===== src/rtl/sys_cmd_pkg.sv =====
// -----------------------------------------------------------------------------
// sys_cmd_pkg
// Shared definitions for the UART register/ALU command protocol. The host
// command master, the system controller and the benches all use this package.
//   - command-type encodings (cmd_type_e)
//   - frame opcodes (first byte of every frame)
//   - host FSM state codes
//   - frame length / response length per command type
// -----------------------------------------------------------------------------
package sys_cmd_pkg;

  // Command type as carried on cmd_type.
  typedef enum logic [1:0] {
    CT_RF_WR   = 2'd0,
    CT_RF_RD   = 2'd1,
    CT_ALU_OP  = 2'd2,
    CT_ALU_NOP = 2'd3
  } cmd_type_e;

  // Opcode byte that opens each frame on the link.
  localparam logic [7:0] CMD_RF_WR   = 8'hAA;
  localparam logic [7:0] CMD_RF_RD   = 8'hBB;
  localparam logic [7:0] CMD_ALU_OP  = 8'hCC;
  localparam logic [7:0] CMD_ALU_NOP = 8'hDD;

  // Host FSM state codes, kept as plain constants so legacy code that
  // compares raw state bits keeps working.
  localparam logic [1:0] ST_IDLE     = 2'd0;
  localparam logic [1:0] ST_SEND     = 2'd1;
  localparam logic [1:0] ST_WAIT_RSP = 2'd2;
  localparam logic [1:0] ST_DONE     = 2'd3;

  // Number of bytes the host transmits for a command type.
  function automatic logic [2:0] frame_len(input cmd_type_e t);
    frame_len = 3'd2;
    case (t)
      CT_RF_WR:  frame_len = 3'd3;
      CT_RF_RD:  frame_len = 3'd2;
      CT_ALU_OP: frame_len = 3'd4;
      default:   frame_len = 3'd2;
    endcase
  endfunction

  // Number of response bytes the far end returns for a command type.
  function automatic logic [1:0] rsp_len(input cmd_type_e t);
    rsp_len = 2'd2;
    case (t)
      CT_RF_WR: rsp_len = 2'd0;
      CT_RF_RD: rsp_len = 2'd1;
      default:  rsp_len = 2'd2;
    endcase
  endfunction

endpackage


===== src/rtl/sys_host_cmd_if.sv =====
// -----------------------------------------------------------------------------
// sys_host_cmd_if
// Bundles the three handshakes of the host command master:
//   command request : cmd_valid/cmd_ready + cmd_type/addr/data_a/data_b/fun
//   byte TX         : tx_data/tx_valid/tx_ready
//   byte RX         : rx_data/rx_valid (one-cycle pulse per byte)
//   response        : rsp_valid/rsp_data/rsp_timeout, plus busy
// modport master : the command master itself (sys_host_cmd)
// modport slave  : whatever sits around it (command source, UART, bench)
// -----------------------------------------------------------------------------
interface sys_host_cmd_if #(
  parameter int DATA_WIDTH = 8,
  parameter int RF_ADDR    = 4
);

  logic                    cmd_valid;
  logic                    cmd_ready;
  logic [1:0]              cmd_type;
  logic [RF_ADDR-1:0]      cmd_addr;
  logic [DATA_WIDTH-1:0]   cmd_data_a;
  logic [DATA_WIDTH-1:0]   cmd_data_b;
  logic [3:0]              cmd_fun;

  logic [DATA_WIDTH-1:0]   tx_data;
  logic                    tx_valid;
  logic                    tx_ready;

  logic [DATA_WIDTH-1:0]   rx_data;
  logic                    rx_valid;

  logic                    rsp_valid;
  logic [2*DATA_WIDTH-1:0] rsp_data;
  logic                    rsp_timeout;
  logic                    busy;

  modport master (
    input  cmd_valid, cmd_type, cmd_addr, cmd_data_a, cmd_data_b, cmd_fun,
    input  tx_ready, rx_data, rx_valid,
    output cmd_ready, tx_data, tx_valid,
    output rsp_valid, rsp_data, rsp_timeout, busy
  );

  modport slave (
    output cmd_valid, cmd_type, cmd_addr, cmd_data_a, cmd_data_b, cmd_fun,
    output tx_ready, rx_data, rx_valid,
    input  cmd_ready, tx_data, tx_valid,
    input  rsp_valid, rsp_data, rsp_timeout, busy
  );

endinterface


===== src/rtl/sys_cmd_timer.sv =====
// -----------------------------------------------------------------------------
// sys_cmd_timer
// Loadable / clearable up-counter with a terminal-count flag, used as the
// response-timeout timer of the host command master.
// Ports:
//   CLK, RST     clock, asynchronous active-low reset (count -> 0)
//   i_clr        synchronous clear to 0 (highest priority)
//   i_load       synchronous load of i_load_val
//   i_load_val   value loaded by i_load
//   i_inc        count up by one
//   o_tc         count equals TC_VAL
// -----------------------------------------------------------------------------
module sys_cmd_timer #(
  parameter int                   TIMEOUT_W = 16,
  parameter logic [TIMEOUT_W-1:0] TC_VAL    = '1
) (
  input  logic                 CLK,
  input  logic                 RST,
  input  logic                 i_clr,
  input  logic                 i_load,
  input  logic [TIMEOUT_W-1:0] i_load_val,
  input  logic                 i_inc,
  output logic                 o_tc
);

  logic [TIMEOUT_W-1:0] r_count;

  // NOTE: sequential state is written with non-blocking assignments only, so
  // every flop samples the pre-edge values of the others.
  always_ff @(posedge CLK or negedge RST) begin
    if (!RST) begin
      r_count <= '0;
    end else if (i_clr) begin
      r_count <= '0;
    end else if (i_load) begin
      r_count <= i_load_val;
    end else if (i_inc) begin
      r_count <= r_count + 1'b1;
    end
  end

  assign o_tc = (r_count == TC_VAL);

endmodule


===== src/rtl/sys_host_cmd.sv =====
// -----------------------------------------------------------------------------
// sys_host_cmd
// Host-side command master for the UART register/ALU protocol. Accepts one
// command, serialises it into frame bytes on the TX byte interface, collects
// the response bytes from the RX byte interface and reports the assembled
// result (or a timeout) with a one-cycle rsp_valid pulse.
// Ports:
//   CLK            clock
//   RST            asynchronous active-low reset
//   bus (master)   command request, TX bytes, RX bytes, response, busy
// Frames (link order):
//   RF_WR  : AA, addr, data        -> no response
//   RF_RD  : BB, addr              -> 1 byte  (rsp_data[7:0])
//   ALU_OP : CC, A, B, fun         -> 2 bytes (LSB first)
//   ALU_NOP: DD, fun               -> 2 bytes (LSB first)
// -----------------------------------------------------------------------------
module sys_host_cmd
  import sys_cmd_pkg::*;
#(
  parameter int DATA_WIDTH  = 8,
  parameter int RF_ADDR     = 4,
  parameter int TIMEOUT_W   = 16,
  parameter int TIMEOUT_CYC = 50000
) (
  input logic            CLK,
  input logic            RST,
  sys_host_cmd_if.master bus
);

  // Registered command and transaction state.
  logic [1:0]              r_state;
  cmd_type_e               r_type;
  logic [RF_ADDR-1:0]      r_addr;
  logic [DATA_WIDTH-1:0]   r_data_a;
  logic [DATA_WIDTH-1:0]   r_data_b;
  logic [3:0]              r_fun;
  logic [1:0]              r_idx;      // byte index inside the frame
  logic [1:0]              r_rx_cnt;   // response bytes received so far
  logic                    r_timeout;  // last transaction ended by timeout
  logic [2*DATA_WIDTH-1:0] r_rsp_data;

  logic [DATA_WIDTH-1:0]   w_frame_byte;
  logic [1:0]              w_last_idx;
  logic [1:0]              w_rsp_len;
  logic [1:0]              w_rx_cnt_nxt;
  logic                    w_accept;
  logic                    w_tx_fire;
  logic                    w_rx_take;
  logic                    w_tmr_clr;
  logic                    w_tmr_inc;
  logic                    w_tmr_tc;

  assign w_last_idx   = 2'(frame_len(r_type) - 3'd1);
  assign w_rsp_len    = rsp_len(r_type);
  assign w_rx_cnt_nxt = r_rx_cnt + 2'd1;
  assign w_accept     = (r_state == ST_IDLE) && bus.cmd_valid;
  assign w_tx_fire    = (r_state == ST_SEND) && bus.tx_ready;
  assign w_rx_take    = (r_state == ST_WAIT_RSP) && bus.rx_valid;

  // The timer only runs while waiting for a response; it is held at 0
  // everywhere else so entering WAIT_RSP always starts from 0. A received
  // byte clears it even on the terminal-count cycle (the byte wins).
  assign w_tmr_clr = (r_state != ST_WAIT_RSP) || bus.rx_valid;
  assign w_tmr_inc = (r_state == ST_WAIT_RSP) && !bus.rx_valid && !w_tmr_tc;

  sys_cmd_timer #(
    .TIMEOUT_W (TIMEOUT_W),
    .TC_VAL    (TIMEOUT_W'(TIMEOUT_CYC - 1))
  ) u_timer (
    .CLK        (CLK),
    .RST        (RST),
    .i_clr      (w_tmr_clr),
    .i_load     (1'b0),
    .i_load_val ({TIMEOUT_W{1'b0}}),
    .i_inc      (w_tmr_inc),
    .o_tc       (w_tmr_tc)
  );

  // Frame byte selected by the registered command type and byte index.
  always_comb begin
    // NOTE: default assignment first so every path drives the output and no
    // latch is inferred.
    w_frame_byte = '0;
    case (r_type)
      CT_RF_WR: begin
        case (r_idx)
          2'd0:    w_frame_byte = DATA_WIDTH'(CMD_RF_WR);
          2'd1:    w_frame_byte = DATA_WIDTH'(r_addr);
          2'd2:    w_frame_byte = r_data_a;
          default: w_frame_byte = '0;
        endcase
      end
      CT_RF_RD: begin
        case (r_idx)
          2'd0:    w_frame_byte = DATA_WIDTH'(CMD_RF_RD);
          2'd1:    w_frame_byte = DATA_WIDTH'(r_addr);
          default: w_frame_byte = '0;
        endcase
      end
      CT_ALU_OP: begin
        case (r_idx)
          2'd0:    w_frame_byte = DATA_WIDTH'(CMD_ALU_OP);
          2'd1:    w_frame_byte = r_data_a;
          2'd2:    w_frame_byte = r_data_b;
          default: w_frame_byte = DATA_WIDTH'(r_fun);
        endcase
      end
      default: begin
        case (r_idx)
          2'd0:    w_frame_byte = DATA_WIDTH'(CMD_ALU_NOP);
          2'd1:    w_frame_byte = DATA_WIDTH'(r_fun);
          default: w_frame_byte = '0;
        endcase
      end
    endcase
  end

  always_ff @(posedge CLK or negedge RST) begin
    if (!RST) begin
      // NOTE: the captured command fields are reset as well; they feed
      // tx_data through the frame mux and must never be X after reset.
      r_state    <= ST_IDLE;
      r_type     <= CT_RF_WR;
      r_addr     <= '0;
      r_data_a   <= '0;
      r_data_b   <= '0;
      r_fun      <= '0;
      r_idx      <= '0;
      r_rx_cnt   <= '0;
      r_timeout  <= 1'b0;
      r_rsp_data <= '0;
    end else begin
      case (r_state)
        ST_IDLE: begin
          if (w_accept) begin
            r_type     <= cmd_type_e'(bus.cmd_type);
            r_addr     <= bus.cmd_addr;
            r_data_a   <= bus.cmd_data_a;
            r_data_b   <= bus.cmd_data_b;
            r_fun      <= bus.cmd_fun;
            r_idx      <= '0;
            r_rx_cnt   <= '0;
            r_timeout  <= 1'b0;
            r_rsp_data <= '0;
            r_state    <= ST_SEND;
          end
        end

        ST_SEND: begin
          if (w_tx_fire) begin
            if (r_idx == w_last_idx) begin
              r_rx_cnt <= '0;
              r_state  <= (w_rsp_len == 2'd0) ? ST_DONE : ST_WAIT_RSP;
            end else begin
              r_idx <= r_idx + 2'd1;
            end
          end
        end

        ST_WAIT_RSP: begin
          if (w_rx_take) begin
            if (r_rx_cnt == 2'd0) begin
              r_rsp_data[DATA_WIDTH-1:0] <= bus.rx_data;
            end else begin
              r_rsp_data[2*DATA_WIDTH-1:DATA_WIDTH] <= bus.rx_data;
            end
            r_rx_cnt <= w_rx_cnt_nxt;
            if (w_rx_cnt_nxt == w_rsp_len) begin
              r_state <= ST_DONE;
            end
          end else if (w_tmr_tc) begin
            r_timeout <= 1'b1;
            r_state   <= ST_DONE;
          end
        end

        default: begin
          r_state <= ST_IDLE;
        end
      endcase
    end
  end

  // Handshake outputs decode straight from the state register so they follow
  // an asynchronous reset immediately.
  assign bus.cmd_ready   = (r_state == ST_IDLE);
  assign bus.busy        = (r_state != ST_IDLE);
  assign bus.tx_valid    = (r_state == ST_SEND);
  assign bus.tx_data     = (r_state == ST_SEND) ? w_frame_byte : '0;
  assign bus.rsp_valid   = (r_state == ST_DONE);
  assign bus.rsp_timeout = (r_state == ST_DONE) && r_timeout;
  assign bus.rsp_data    = r_rsp_data;

endmodule


===== src/flat_wrapper.sv =====
// flat-port wrapper written by rule: the top's interface ports become plain ports
module sys_host_cmd_flat import sys_cmd_pkg::*;
#(
  parameter int DATA_WIDTH  = 8,
  parameter int RF_ADDR     = 4,
  parameter int TIMEOUT_W   = 16,
  parameter int TIMEOUT_CYC = 50000
)
  (CLK, RST, bus_cmd_valid, bus_cmd_type, bus_cmd_addr, bus_cmd_data_a, bus_cmd_data_b, bus_cmd_fun, bus_tx_ready, bus_rx_data, bus_rx_valid, bus_cmd_ready, bus_tx_data, bus_tx_valid, bus_rsp_valid, bus_rsp_data, bus_rsp_timeout, bus_busy);
  sys_host_cmd_if #(.DATA_WIDTH(DATA_WIDTH), .RF_ADDR(RF_ADDR)) bus_i ();
  input logic CLK;
  input logic RST;
  input wire logic [$bits(bus_i.cmd_valid)-1:0] bus_cmd_valid;
  input wire logic [$bits(bus_i.cmd_type)-1:0] bus_cmd_type;
  input wire logic [$bits(bus_i.cmd_addr)-1:0] bus_cmd_addr;
  input wire logic [$bits(bus_i.cmd_data_a)-1:0] bus_cmd_data_a;
  input wire logic [$bits(bus_i.cmd_data_b)-1:0] bus_cmd_data_b;
  input wire logic [$bits(bus_i.cmd_fun)-1:0] bus_cmd_fun;
  input wire logic [$bits(bus_i.tx_ready)-1:0] bus_tx_ready;
  input wire logic [$bits(bus_i.rx_data)-1:0] bus_rx_data;
  input wire logic [$bits(bus_i.rx_valid)-1:0] bus_rx_valid;
  output wire logic [$bits(bus_i.cmd_ready)-1:0] bus_cmd_ready;
  output wire logic [$bits(bus_i.tx_data)-1:0] bus_tx_data;
  output wire logic [$bits(bus_i.tx_valid)-1:0] bus_tx_valid;
  output wire logic [$bits(bus_i.rsp_valid)-1:0] bus_rsp_valid;
  output wire logic [$bits(bus_i.rsp_data)-1:0] bus_rsp_data;
  output wire logic [$bits(bus_i.rsp_timeout)-1:0] bus_rsp_timeout;
  output wire logic [$bits(bus_i.busy)-1:0] bus_busy;
  assign bus_i.cmd_valid = bus_cmd_valid;
  assign bus_i.cmd_type = bus_cmd_type;
  assign bus_i.cmd_addr = bus_cmd_addr;
  assign bus_i.cmd_data_a = bus_cmd_data_a;
  assign bus_i.cmd_data_b = bus_cmd_data_b;
  assign bus_i.cmd_fun = bus_cmd_fun;
  assign bus_i.tx_ready = bus_tx_ready;
  assign bus_i.rx_data = bus_rx_data;
  assign bus_i.rx_valid = bus_rx_valid;
  assign bus_cmd_ready = bus_i.cmd_ready;
  assign bus_tx_data = bus_i.tx_data;
  assign bus_tx_valid = bus_i.tx_valid;
  assign bus_rsp_valid = bus_i.rsp_valid;
  assign bus_rsp_data = bus_i.rsp_data;
  assign bus_rsp_timeout = bus_i.rsp_timeout;
  assign bus_busy = bus_i.busy;
  sys_host_cmd #(.DATA_WIDTH(DATA_WIDTH), .RF_ADDR(RF_ADDR), .TIMEOUT_W(TIMEOUT_W), .TIMEOUT_CYC(TIMEOUT_CYC)) u_core (.CLK(CLK), .RST(RST), .bus(bus_i));
endmodule

===== config.mk =====
export PLATFORM = sky130hd
export DESIGN_NAME = sys_host_cmd_flat
export DESIGN_NICKNAME = d
export VERILOG_FILES = /design/src/rtl/sys_cmd_pkg.sv /design/src/rtl/sys_host_cmd_if.sv /design/src/rtl/sys_cmd_timer.sv /design/src/rtl/sys_host_cmd.sv /design/src/flat_wrapper.sv
export SDC_FILE = /design/constraint.sdc
export NUM_CORES = 1
export LEC_CHECK = 0
export CELL_PAD_IN_SITES_DETAIL_PLACEMENT = 2
export CELL_PAD_IN_SITES_GLOBAL_PLACEMENT = 2
export CORE_ASPECT_RATIO = 1.5
export CORE_UTILIZATION = 33
export CTS_BUF_LIST = sky130_fd_sc_hd__clkbuf_4
export DETAILED_ROUTE_END_ITERATION = 12
export HOLD_SLACK_MARGIN = 0.12
export PLACE_DENSITY = 0.9
export SLEW_MARGIN = 25
export SYNTH_ARGS = -nofsm -noshare
export SYNTH_HDL_FRONTEND = slang
export SYNTH_SLANG_ARGS = --single-unit

===== constraint.sdc =====
create_clock -name CLK -period 2.7 [get_ports CLK]
set_input_delay 0.405 -clock CLK [delete_from_list [all_inputs] [get_ports CLK]]
set_output_delay 0.405 -clock CLK [all_outputs]
set_load 0.03 [all_outputs]

==> results of run 1 <==
[final cells by class]
cell class / instances / area (sq um)
fill: 1082 / 5550
multi-input combinational: 243 / 1780
sequential: 65 / 1630
timing repair buffer: 90 / 831
tap: 117 / 146
inverter: 19 / 82.6
clock buffer: 10 / 75.1
clock inverter: 5 / 47.5
antenna: 1 / 2.50
[path summary, 6_finish.rpt]
check | startpoint | to | slack, ns | cells after the start
max | u_core.r_idx[1]$_DFFE_PN0P_ | bus_tx_data[0] | -0.009 | 8
min | RST | u_core.r_data_b[2]$_DFFE_PN0P_ | 0.17 | 2
max reg2reg | u_core.r_type[0]$_DFFE_PN0P_ | u_core.r_state[1]$_DFFE_PN0P_ | 0.59 | 6
min reg2reg | u_core.bus.rsp_data[14]$_DFFE_PN0P_ | u_core.bus.rsp_data[14]$_DFFE_PN0P_ | 0.51 | 2
max in group asynchronous | RST | u_core.r_idx[0]$_DFFE_PN0P_ | 1.93 | 2
min in group CLK | u_core.bus.rsp_data[14]$_DFFE_PN0P_ | u_core.bus.rsp_data[14]$_DFFE_PN0P_ | 0.51 | 2
[what timing repair did]
item                                    in CTS  in global routing
buffers inserted                             5                  5
gates resized for setup                     27                 20
pin swaps                                    3                  8
endpoints found under the setup margin       8                  8
[metal layers]
layer  vias to the layer above  track usage [%]  part of all wire (%)
met2                        77             40.9                    56
met5                         -                0                     0
li1                       1376                -                     -
met1                      1523             21.1                    37
met3                        25             4.29                   4.1
met4                         0             9.90                   2.6
[synth_stat cells, drive strengths merged, types with 5 or more instances]
cell,count
a21oi,22
and3,6
clkbuf,15
dfrtp,65
ha,11
inv,19
mux2,29
nand2,37
nand2b,5
nand3,15
nor2,22
o21ai,28
xor2,10
[cell families after synthesis]
logic type / count (synthesis) / synth area share [%]
multiplexers: 33 / 10.7
flip-flops: 65 / 47.4
adder cells (fa/ha/maj): 11 / 4.01
buffers and inverters: 37 / 4.33
XOR/XNOR: 13 / 3.32
AO/OA/AOI/OAI: 78 / 14.4
AND/OR/NAND/NOR: 108 / 15.9
[flip-flops by register name, indices dropped and copies added, names as in the netlist]
name	count
u_core.r_idx	2
u_core.u_timer.r_count	16
u_core.r_type	2
u_core.r_data_a	8
u_core.r_data_b	8
u_core.r_state	2
u_core.r_addr	4
u_core.bus.rsp_data	16
u_core.r_timeout	1
u_core.r_fun	4
u_core.r_rx_cnt	2
[cell usage in the layout (no fill, tap or decap), types with 2 or more instances in the layout]
| master | n |
|---|---|
| buf_6 | 4 |
| mux2_2 | 29 |
| xnor2_1 | 3 |
| dlygate4sd2_1 | 2 |
| a31oi_1 | 3 |
| clkbuf_4 | 10 |
| clkinv_2 | 2 |
| dfrtp_2 | 2 |
| o22ai_1 | 2 |
| nand4_1 | 3 |
| xor2_1 | 10 |
| dfrtp_1 | 63 |
| clkinv_1 | 2 |
| o211ai_1 | 3 |
| nand2b_4 | 2 |
| a21oi_1 | 18 |
| nand2_1 | 37 |
| a21oi_2 | 4 |
| a31o_2 | 4 |
| and2_1 | 3 |
| o21ai_0 | 27 |
| or3_1 | 3 |
| nor2_1 | 22 |
| clkdlybuf4s50_1 | 58 |
| inv_1 | 16 |
| nand3b_1 | 2 |
| nand2b_1 | 3 |
| buf_4 | 23 |
| nor3_1 | 3 |
| o31a_1 | 2 |
| buf_2 | 3 |
| and4bb_2 | 2 |
| ha_4 | 5 |
| mux2i_1 | 4 |
| ha_1 | 5 |
| nand3_1 | 15 |
| and3_1 | 5 |
[stage by stage]
stage               total power, mW  worst slack [ns]  cells
CTS                            4.90          -0.00434    545
detailed placement             4.13           -0.0150    525
finish                         5.05          -0.00860    550
global route                   5.35           -0.0503    550
global placement               3.96             0.148    525
floorplan                      3.17             0.342    345
[report_power, final]
| part | internal (mW) | leakage (nW) | switching, mW | total, mW |
|---|---|---|---|---|
| clock network | 0.279 | 0.0711 | 0.364 | 0.643 |
| logic | 1.22 | 1.02 | 1.57 | 2.79 |
| registers | 1.30 | 0.833 | 0.320 | 1.62 |
| total | 2.80 | 1.93 | 2.25 | 5.05 |
==> flow_metrics.py, run 1 <==
metrics = {
    "status": {
        "outcome": "finished, violations left",
        "violations": "setup timing",
    },
    "clock_tree": {
        "clkTransAtPathRegs_ns": 0.12,
        "clock_path_buffers": 2,
        "clk_latency_ns": 0.44,
        "clock-sinks": 65,
        "hold_buffers": 0,
        "cts_inserted_buffers": 9,
        "cts_tree": "yes",
        "root_buffer": "clkbuf_4",
        "htree_levels": 3,
    },
    "die": {
        "die_h_um": 127,
        "die-area_sq_um": 10800,
        "core_area_sq_um": 10100,
        "start_util_pct": 33.9,
        "rows": 45,
        "die_w_um": 85.3,
        "io_pins": 68,
    },
    "yosys": {
        "ys_seq_area_share_pct": 47.4,
        "syn_inst": 345,
        "yosys_warnings": 0,
        "synthesis.area_sq_um": 3430,
        "synth-edff-count": 0,
        "synth_seq_cells": 65,
        "synth_ff_type": "dfrtp_1",
        "async_flop_share_pct": 100,
        "yosys.area.top_type": "dfrtp_1",
        "synth_area_leaders": "dfrtp_1 47%, mux2_2 9.5%, o21ai_0 4.1%, nand2_1 4.0%, ha_1 4.0%",
        "synth_top_cell_area_share_pct": 47.4,
        "yosysUniqueCellTypes": 50,
        "synth.avg_cell_area_sq_um": 9.96,
        "syn-num-nets": 395,
    },
    "sta": {
        "worst_slack_ns": -0.00860,
        "post-route-period-util_pct": 100,
        "relSlewSlack_pct": 41.8,
        "worst_pin_slew_ns": 0.873,
        "rsz0062_at_grt": "true",
        "period_needed_ns": 2.71,
        "clock_skew_ns": 0.0188,
        "maxSlewViolCount": 0,
        "fin_tns_setup_ns": -0.00860,
        "setup_viol": 1,
        "max_freq_ghz": 0.369,
        "hold_ws_ns": 0.169,
        "hold_viol": 0,
    },
    "global_routing": {
        "antenna_found_initial": 1,
        "grt_pass1_vias": 3355,
        "grtUsageTotal_pct": 21.1,
        "grt_pass1_wl_um": 17200,
        "overflow": 0,
        "grt_max_degree": 66,
    },
    "power": {
        "powerDensity_nw_per_um2": 1100,
        "peakVddDrop_v": 0.000435,
        "p_leak_nw": 1.93,
    },
    "worst_setup_path": {
        "critPathKind": "flop to primary output",
        "crit_chain": "buf_4 > ha_4 > buf_4 > nor3b_4 > a21oi_2 > o211ai_1 > and3_1 > buf_6",
        "cp_common_cell": "buf_4",
        "crit_path_end_kind": "primary output",
        "critPathTopFamily": "flip-flops",
        "worstPathRequired_ns": 2.30,
        "arrival_ns": 2.30,
        "cpPeakStageDelay_ns": 0.48,
        "cp.buffers_inverters": 3,
        "worstPathMaxFanout": 7,
        "critPathSlowestCell": "dfrtp_2",
        "startpoint_type": "flop",
    },
    "min_path": {
        "worst_hold_path_type": "input pin to asynchronous set/reset pin",
    },
    "drt": {
        "vias": 3001,
        "drc": 0,
        "antenna_left": 0,
        "routed_wl_um": 11600,
        "firstDrtPassIters": 4,
        "avgViaCountPerCell": 5.46,
        "detail_route.wl_per_cell_um": 21.1,
        "drt-initial-drc-count": 105,
    },
    "layout": {
        "post_route_cells_drive_above_1_share_pct": 24.3,
        "nNetsFinal": 478,
        "utilization_pct": 45.3,
        "design_area_sq_um": 4590,
        "areaGrowthSynthToFinish_pct": 33.6,
    },
    "placement": {
        "dp_hpwl_um": 7720,
        "place.gp.congestion": 0.870,
        "placed_cell_area_sq_um": 4260,
        "portBuffers": 67,
    },
    "job": {
        "maxCapViolations": 0,
    },
}
Power figures use the tool's default switching activity.
==> inputs of run 2 (changes only) <==
--- a/config.mk
+++ b/config.mk
@@ -5,6 +5,7 @@
 export SDC_FILE = /design/constraint.sdc
 export NUM_CORES = 1
 export LEC_CHECK = 0
+export CAP_MARGIN = 20
 export CELL_PAD_IN_SITES_DETAIL_PLACEMENT = 2
 export CELL_PAD_IN_SITES_GLOBAL_PLACEMENT = 2
 export CORE_ASPECT_RATIO = 1.5
@@ -12,6 +13,7 @@
 export CTS_BUF_LIST = sky130_fd_sc_hd__clkbuf_4
 export DETAILED_ROUTE_END_ITERATION = 12
 export HOLD_SLACK_MARGIN = 0.12
+export MAX_ROUTING_LAYER = met4
 export PLACE_DENSITY = 0.9
 export SLEW_MARGIN = 25
 export SYNTH_ARGS = -nofsm -noshare
==> run 2 against run 1 <==
Compared with the run above:
- the flow still finishes with violations (setup timing)
- core utilization unchanged
- global-route usage is 0.64 points higher
- worst hold slack lost 0.0049 ns
- sequential cell count is the same
- clock power about the same
- worst setup slack is essentially flat
- clock skew is 0.0016 ns higher
- critical path type unchanged
- highest routed layer unchanged
==> flow_metrics.py, run 2 (synthesis gave the netlist of run 1 again) <==
metrics = {
    "sta": {
        "worst_pin_slew_ns": 0.865,
        "period_needed_ns": 2.71,
        "max_freq_ghz": 0.369,
        "relSlewSlack_pct": 42.4,
        "setup_viol": 2,
        "clock_skew_ns": 0.0204,
        "fin_tns_setup_ns": -0.00908,
        "post-route-period-util_pct": 100,
        "rsz0062_at_grt": "true",
        "maxSlewViolCount": 0,
        "hold_viol": 0,
        "worst_slack_ns": -0.00863,
    },
    "layout": {
        "mostFrequentLayoutCell": "dfrtp_1",
        "stdcell_count": 550,
        "nFillCells": 1082,
        "most-common-layout-cells": "63 x dfrtp_1, 58 x clkdlybuf4s50_1, 37 x nand2_1, 29 x mux2_2, 27 x o21ai_0",
        "nNetsFinal": 478,
        "post_route_cells_drive_above_1_share_pct": 24.3,
        "areaGrowthSynthToFinish_pct": 33.6,
        "utilization_pct": 45.3,
    },
    "worst_setup_path": {
        "critPathTopFamily": "simple AND/OR/NAND/NOR gates",
        "crit_path_end_kind": "primary output",
        "crit_chain": "clkinv_4 > ha_4 > nor2_1 > nand2_1 > o211ai_1 > o221ai_1 > and3_1 > buf_2",
        "arrival_ns": 2.30,
        "critPathSlowestCell": "dfrtp_2",
        "critPathKind": "flop to primary output",
        "startpoint_type": "flop",
        "worstPathMaxFanout": 6,
        "reg2reg_from": "u_core.r_type[0]$_DFFE_PN0P_",
        "worstSetupStartpoint": "u_core.r_idx[1]$_DFFE_PN0P_",
        "cp.buffers_inverters": 2,
        "worstPathRequired_ns": 2.30,
        "cpPeakStageDelay_ns": 0.46,
    },
    "drt": {
        "avgViaCountPerCell": 5.47,
        "drt-initial-drc-count": 117,
        "routed_wl_um": 11600,
        "vias": 3006,
        "antenna_left": 0,
        "detail_route.wl_per_cell_um": 21.1,
        "firstDrtPassIters": 4,
        "drc": 0,
    },
    "clock_tree": {
        "root_buffer": "clkbuf_4",
        "clock_path_buffers": 2,
        "htree_levels": 3,
        "cts_tree": "yes",
        "clkTransAtPathRegs_ns": 0.12,
        "hold_buffers": 0,
        "clk_latency_ns": 0.44,
        "cts_inserted_buffers": 9,
        "clock-sinks": 65,
    },
    "power": {
        "p_comb_share_pct": 55.2,
        "p_leak_nw": 1.93,
        "power_frac_clock_pct": 12.8,
        "p_sw_share_pct": 44.5,
        "power_switching_mw": 2.25,
        "seq_power_share_pct": 32.0,
        "peakVddDrop_v": 0.000438,
        "p_int_mw": 2.80,
        "total_power_mw": 5.05,
        "powerDensity_nw_per_um2": 1100,
    },
    "status": {
        "violations": "setup timing",
        "outcome": "finished, violations left",
    },
    "die": {
        "die_w_um": 85.3,
        "die-area_sq_um": 10800,
        "start_util_pct": 33.9,
        "io_pins": 68,
        "rows": 45,
        "die_h_um": 127,
        "core_area_sq_um": 10100,
    },
    "placement": {
        "portBuffers": 67,
        "dp_hpwl_um": 7720,
        "dp_cells": 525,
        "place.gp.congestion": 0.884,
    },
    "global_routing": {
        "grt_pass1_wl_um": 17300,
        "grt_pass1_vias": 3366,
        "antenna_found_initial": 1,
        "grtUsageTotal_pct": 21.7,
        "grt_max_degree": 66,
        "overflow": 0,
    },
    "min_path": {
        "worst_hold_path_type": "input pin to asynchronous set/reset pin",
    },
    "job": {
        "maxCapViolations": 0,
    },
}
[run 2: power groups by stage]
| stage | Combinational (mW) | Clock [mW] | Sequential (mW) |
|---|---|---|---|
| floorplan | 1.53 | 0 | 1.64 |
| global placement | 2.37 | 0 | 1.58 |
| detailed placement | 2.51 | 0 | 1.61 |
| CTS | 2.63 | 0.667 | 1.60 |
| global route | 3.00 | 0.694 | 1.65 |
| finish | 2.79 | 0.645 | 1.62 |
[run 2: repair_timing]
item                                    CTS  global route
pin swaps                                 3             8
endpoints found under the setup margin    8             8
endpoints found under the hold margin     0             0
buffers inserted                          5             5
gates resized for setup                  27            20
[run 2: path summary, 6_finish.rpt]
check,end,slack (ns),cells past startpoint
min in group CLK,u_core.bus.rsp_data[14]$_DFFE_PN0P_,0.51,2
hold reg to reg,u_core.bus.rsp_data[14]$_DFFE_PN0P_,0.51,2
max in group asynchronous,u_core.r_idx[0]$_DFFE_PN0P_,1.94,2
setup / recovery,bus_tx_data[3],-0.009,8
setup reg to reg,u_core.r_state[1]$_DFFE_PN0P_,0.58,6
hold / removal,u_core.r_data_b[2]$_DFFE_PN0P_,0.16,2
[run 2: area by class of cell]
cell class	instances	area, sq um	area share [%]
inverters	19	82.6	1.80
multi-input cells	243	1780	38.7
diodes	1	2.50	0.0545
clock buffers	10	75.1	1.64
well taps	117	146	3.19
clock inverters	5	47.5	1.04
repair buffers	90	831	18.1
flip-flops and latches	65	1630	35.5
[run 2: routing by layer]
metal,vias up,share of wire [%],global-route usage [%]
met5,-,0,-
met3,29,3.9,3.90
met1,1514,37,21.5
li1,1376,-,-
met2,87,56,40.8
met4,0,3.0,9.90
[run 2: stage by stage]
step	worst slack (ns)	hold WS (ns)	cell area [sq um]
detailed placement	-0.0150	0.483	4260
floorplan	0.342	0.109	3430
global placement	0.148	0.461	4260
global route	-0.0596	0.219	4590
finish	-0.00863	0.164	4590
CTS	-0.00434	0.171	4510
==> inputs of run 3 (changes only) <==
--- a/config.mk
+++ b/config.mk
@@ -15,6 +15,7 @@
 export HOLD_SLACK_MARGIN = 0.12
 export MAX_ROUTING_LAYER = met4
 export PLACE_DENSITY = 0.9
+export REMOVE_ABC_BUFFERS = 1
 export SLEW_MARGIN = 25
 export SYNTH_ARGS = -nofsm -noshare
 export SYNTH_HDL_FRONTEND = slang
==> run 3 against run 2 <==
Compared with the run above:
- the flow still finishes with violations (setup timing)
- clock power fell by 8.7%
- fmax is 2.8% lower
- largest cell class unchanged
- first-iteration DRC count grew 19%
- critical endpoint is now bus_tx_data[4]
==> flow_metrics.py, run 3 (synthesis gave the netlist of run 1 again) <==
metrics = {
    "status": {
        "outcome": "finished, violations left",
        "violations": "setup timing",
    },
    "placement": {
        "placed_cell_area_sq_um": 4260,
        "portBuffers": 67,
        "place.gp.congestion": 0.827,
        "dp_hpwl_um": 7850,
    },
    "global_routing": {
        "antenna_found_initial": 0,
        "top_usage_layer": "met2",
        "use_met3_pct": 4.23,
        "grt_pass1_wl_um": 18400,
        "grt_use_met2_pct": 42.5,
        "grtUsageTotal_pct": 22.9,
        "met1_usage_pct": 22.3,
        "grt_max_degree": 46,
        "grt_pass1_vias": 3546,
        "overflow": 0,
    },
    "layout": {
        "areaGrowthSynthToFinish_pct": 35.2,
        "nNetsFinal": 484,
        "post_route_cells_drive_above_1_share_pct": 25.5,
        "most-common-layout-cells": "61 x dfrtp_1, 58 x clkdlybuf4s50_1, 36 x nand2_1, 29 x mux2_2, 27 x o21ai_0",
        "n_antenna_cell": 0,
        "mostFrequentLayoutCell": "dfrtp_1",
        "nFillCells": 1049,
        "design_area_sq_um": 4640,
    },
    "sta": {
        "hold_viol": 0,
        "worst_pin_slew_ns": 0.607,
        "max_freq_ghz": 0.359,
        "worst_slack_ns": -0.0873,
        "hold_ws_ns": 0.480,
        "setup_viol": 4,
        "post-route-period-util_pct": 103,
        "relSlewSlack_pct": 59.2,
        "period_needed_ns": 2.79,
        "clock_skew_ns": 0.0149,
        "maxSlewViolCount": 0,
        "rsz0062_at_grt": "true",
    },
    "drt": {
        "drc": 0,
        "firstDrtPassIters": 4,
        "avgViaCountPerCell": 5.66,
        "drt-initial-drc-count": 139,
        "detail_route.wl_per_cell_um": 22.9,
        "routed_wl_um": 12800,
        "vias": 3149,
        "antenna_left": 0,
    },
    "power": {
        "peakVddDrop_v": 0.000373,
        "total_power_mw": 5.17,
        "p_leak_nw": 1.95,
        "powerDensity_nw_per_um2": 1110,
    },
    "worst_setup_path": {
        "worstPathMaxFanout": 7,
        "arrival_ns": 2.38,
        "critPathKind": "flop to primary output",
        "cpPeakStageDelay_ns": 0.49,
        "startpoint_type": "flop",
        "cp.buffers_inverters": 3,
        "crit_chain": "buf_12 > ha_4 > clkinvlp_4 > and2_4 > a222oi_1 > nor2_1 > buf_4",
        "critPathTopFamily": "buffers and inverters",
        "worstPathRequired_ns": 2.30,
        "crit_path_end_kind": "primary output",
        "critPathSlowestCell": "dfrtp_2",
    },
    "clock_tree": {
        "htree_levels": 3,
        "cts_tree": "yes",
        "clock_path_buffers": 2,
        "root_buffer": "clkbuf_4",
        "cts_inserted_buffers": 9,
        "clk_latency_ns": 0.44,
        "clock-sinks": 65,
        "clkTransAtPathRegs_ns": 0.13,
    },
    "die": {
        "die-area_sq_um": 10800,
        "core_area_sq_um": 10100,
        "start_util_pct": 33.9,
        "die_w_um": 85.3,
        "rows": 45,
        "die_h_um": 127,
        "io_pins": 68,
    },
    "job": {
        "maxCapViolations": 0,
    },
    "min_path": {
        "worst_hold_path_type": "input pin to asynchronous set/reset pin",
    },
}
run 3: cell types whose count changed in the layout (fill, tap and decap cells not counted), sizes merged:
cell,previous run,this run
dlygate4sd3,0,1
dlygate4sd2,2,1
bufinv,1,0
diode,1,0
clkdlybuf4s15,0,1
buf,30,34
clkinv,5,4
clkinvlp,1,3
inv,17,19
run 3: path summary, 6_finish.rpt:
check                                                          from                             endpoint  slack [ns]  cells past startpoint
worst min-delay path                                            RST         u_core.r_addr[1]$_DFFE_PN0P_        0.48                      2
min in group CLK                u_core.bus.rsp_data[14]$_DFFE_PN0P_  u_core.bus.rsp_data[14]$_DFFE_PN0P_        0.52                      2
worst min register to register  u_core.bus.rsp_data[14]$_DFFE_PN0P_  u_core.bus.rsp_data[14]$_DFFE_PN0P_        0.52                      2
max in group asynchronous                                       RST         u_core.r_type[1]$_DFFE_PN0P_        1.57                      3
worst max register to register          u_core.r_idx[0]$_DFFE_PN0P_        u_core.r_state[0]$_DFFE_PN0P_        0.51                      8
worst max-delay path                    u_core.r_idx[0]$_DFFE_PN0P_                       bus_tx_data[4]       -0.09                      7
run 3: through the flow:
step	setup WS [ns]	utilization [%]	cells	setup TNS [ns]
finish	-0.0873	45.8	556	-0.250
global route	-0.199	45.8	556	-0.660
detailed placement	0.0399	42.0	523	0
floorplan	0.444	-	327	0
CTS	-0.00325	44.0	544	-0.00325
global placement	0.212	42.0	523	0
run 3: what timing repair did:
item / in CTS / in global routing
hold buffers: 1 / 0
gates resized for setup: 17 / 27
pin swaps: 2 / 10
setup endpoints to repair: 8 / 8
buffers inserted: 4 / 12
endpoints found under the hold margin: 20 / 0
run 3: final cells by class:
class                           instances  area [sq um]  share of cell area [%]
Clock buffer                            9          67.6                    1.46
Clock inverter                          7          46.3                   0.997
Inverter                               19          80.1                    1.73
Multi-Input combinational cell        243          1750                    37.8
Sequential cell                        65          1630                    35.1
Tap cell                              117           146                    3.15
Timing Repair Buffer                   96           916                    19.7
run 3: power breakdown:
group          switching, mW  internal, mW
clock network          0.403         0.187
logic                   1.64          1.28
registers              0.366          1.30
run 3: metal layers:
metal | share of wire (%) | vias to the layer above
met5 | 0 | -
met2 | 56 | 123
met4 | 4.7 | 0
met3 | 4.1 | 49
li1 | - | 1389
met1 | 36 | 1588
run 3: worst register-to-register path, stage by stage (launching register included):
cell and delay [ns]:
dfrtp_2 0.50, buf_6 0.15, buf_4 0.12, buf_4 0.13, xor2_1 0.15, o311a_4 0.34, nand2b_4 0.16, a21oi_2 0.16
mux2_2 0.37
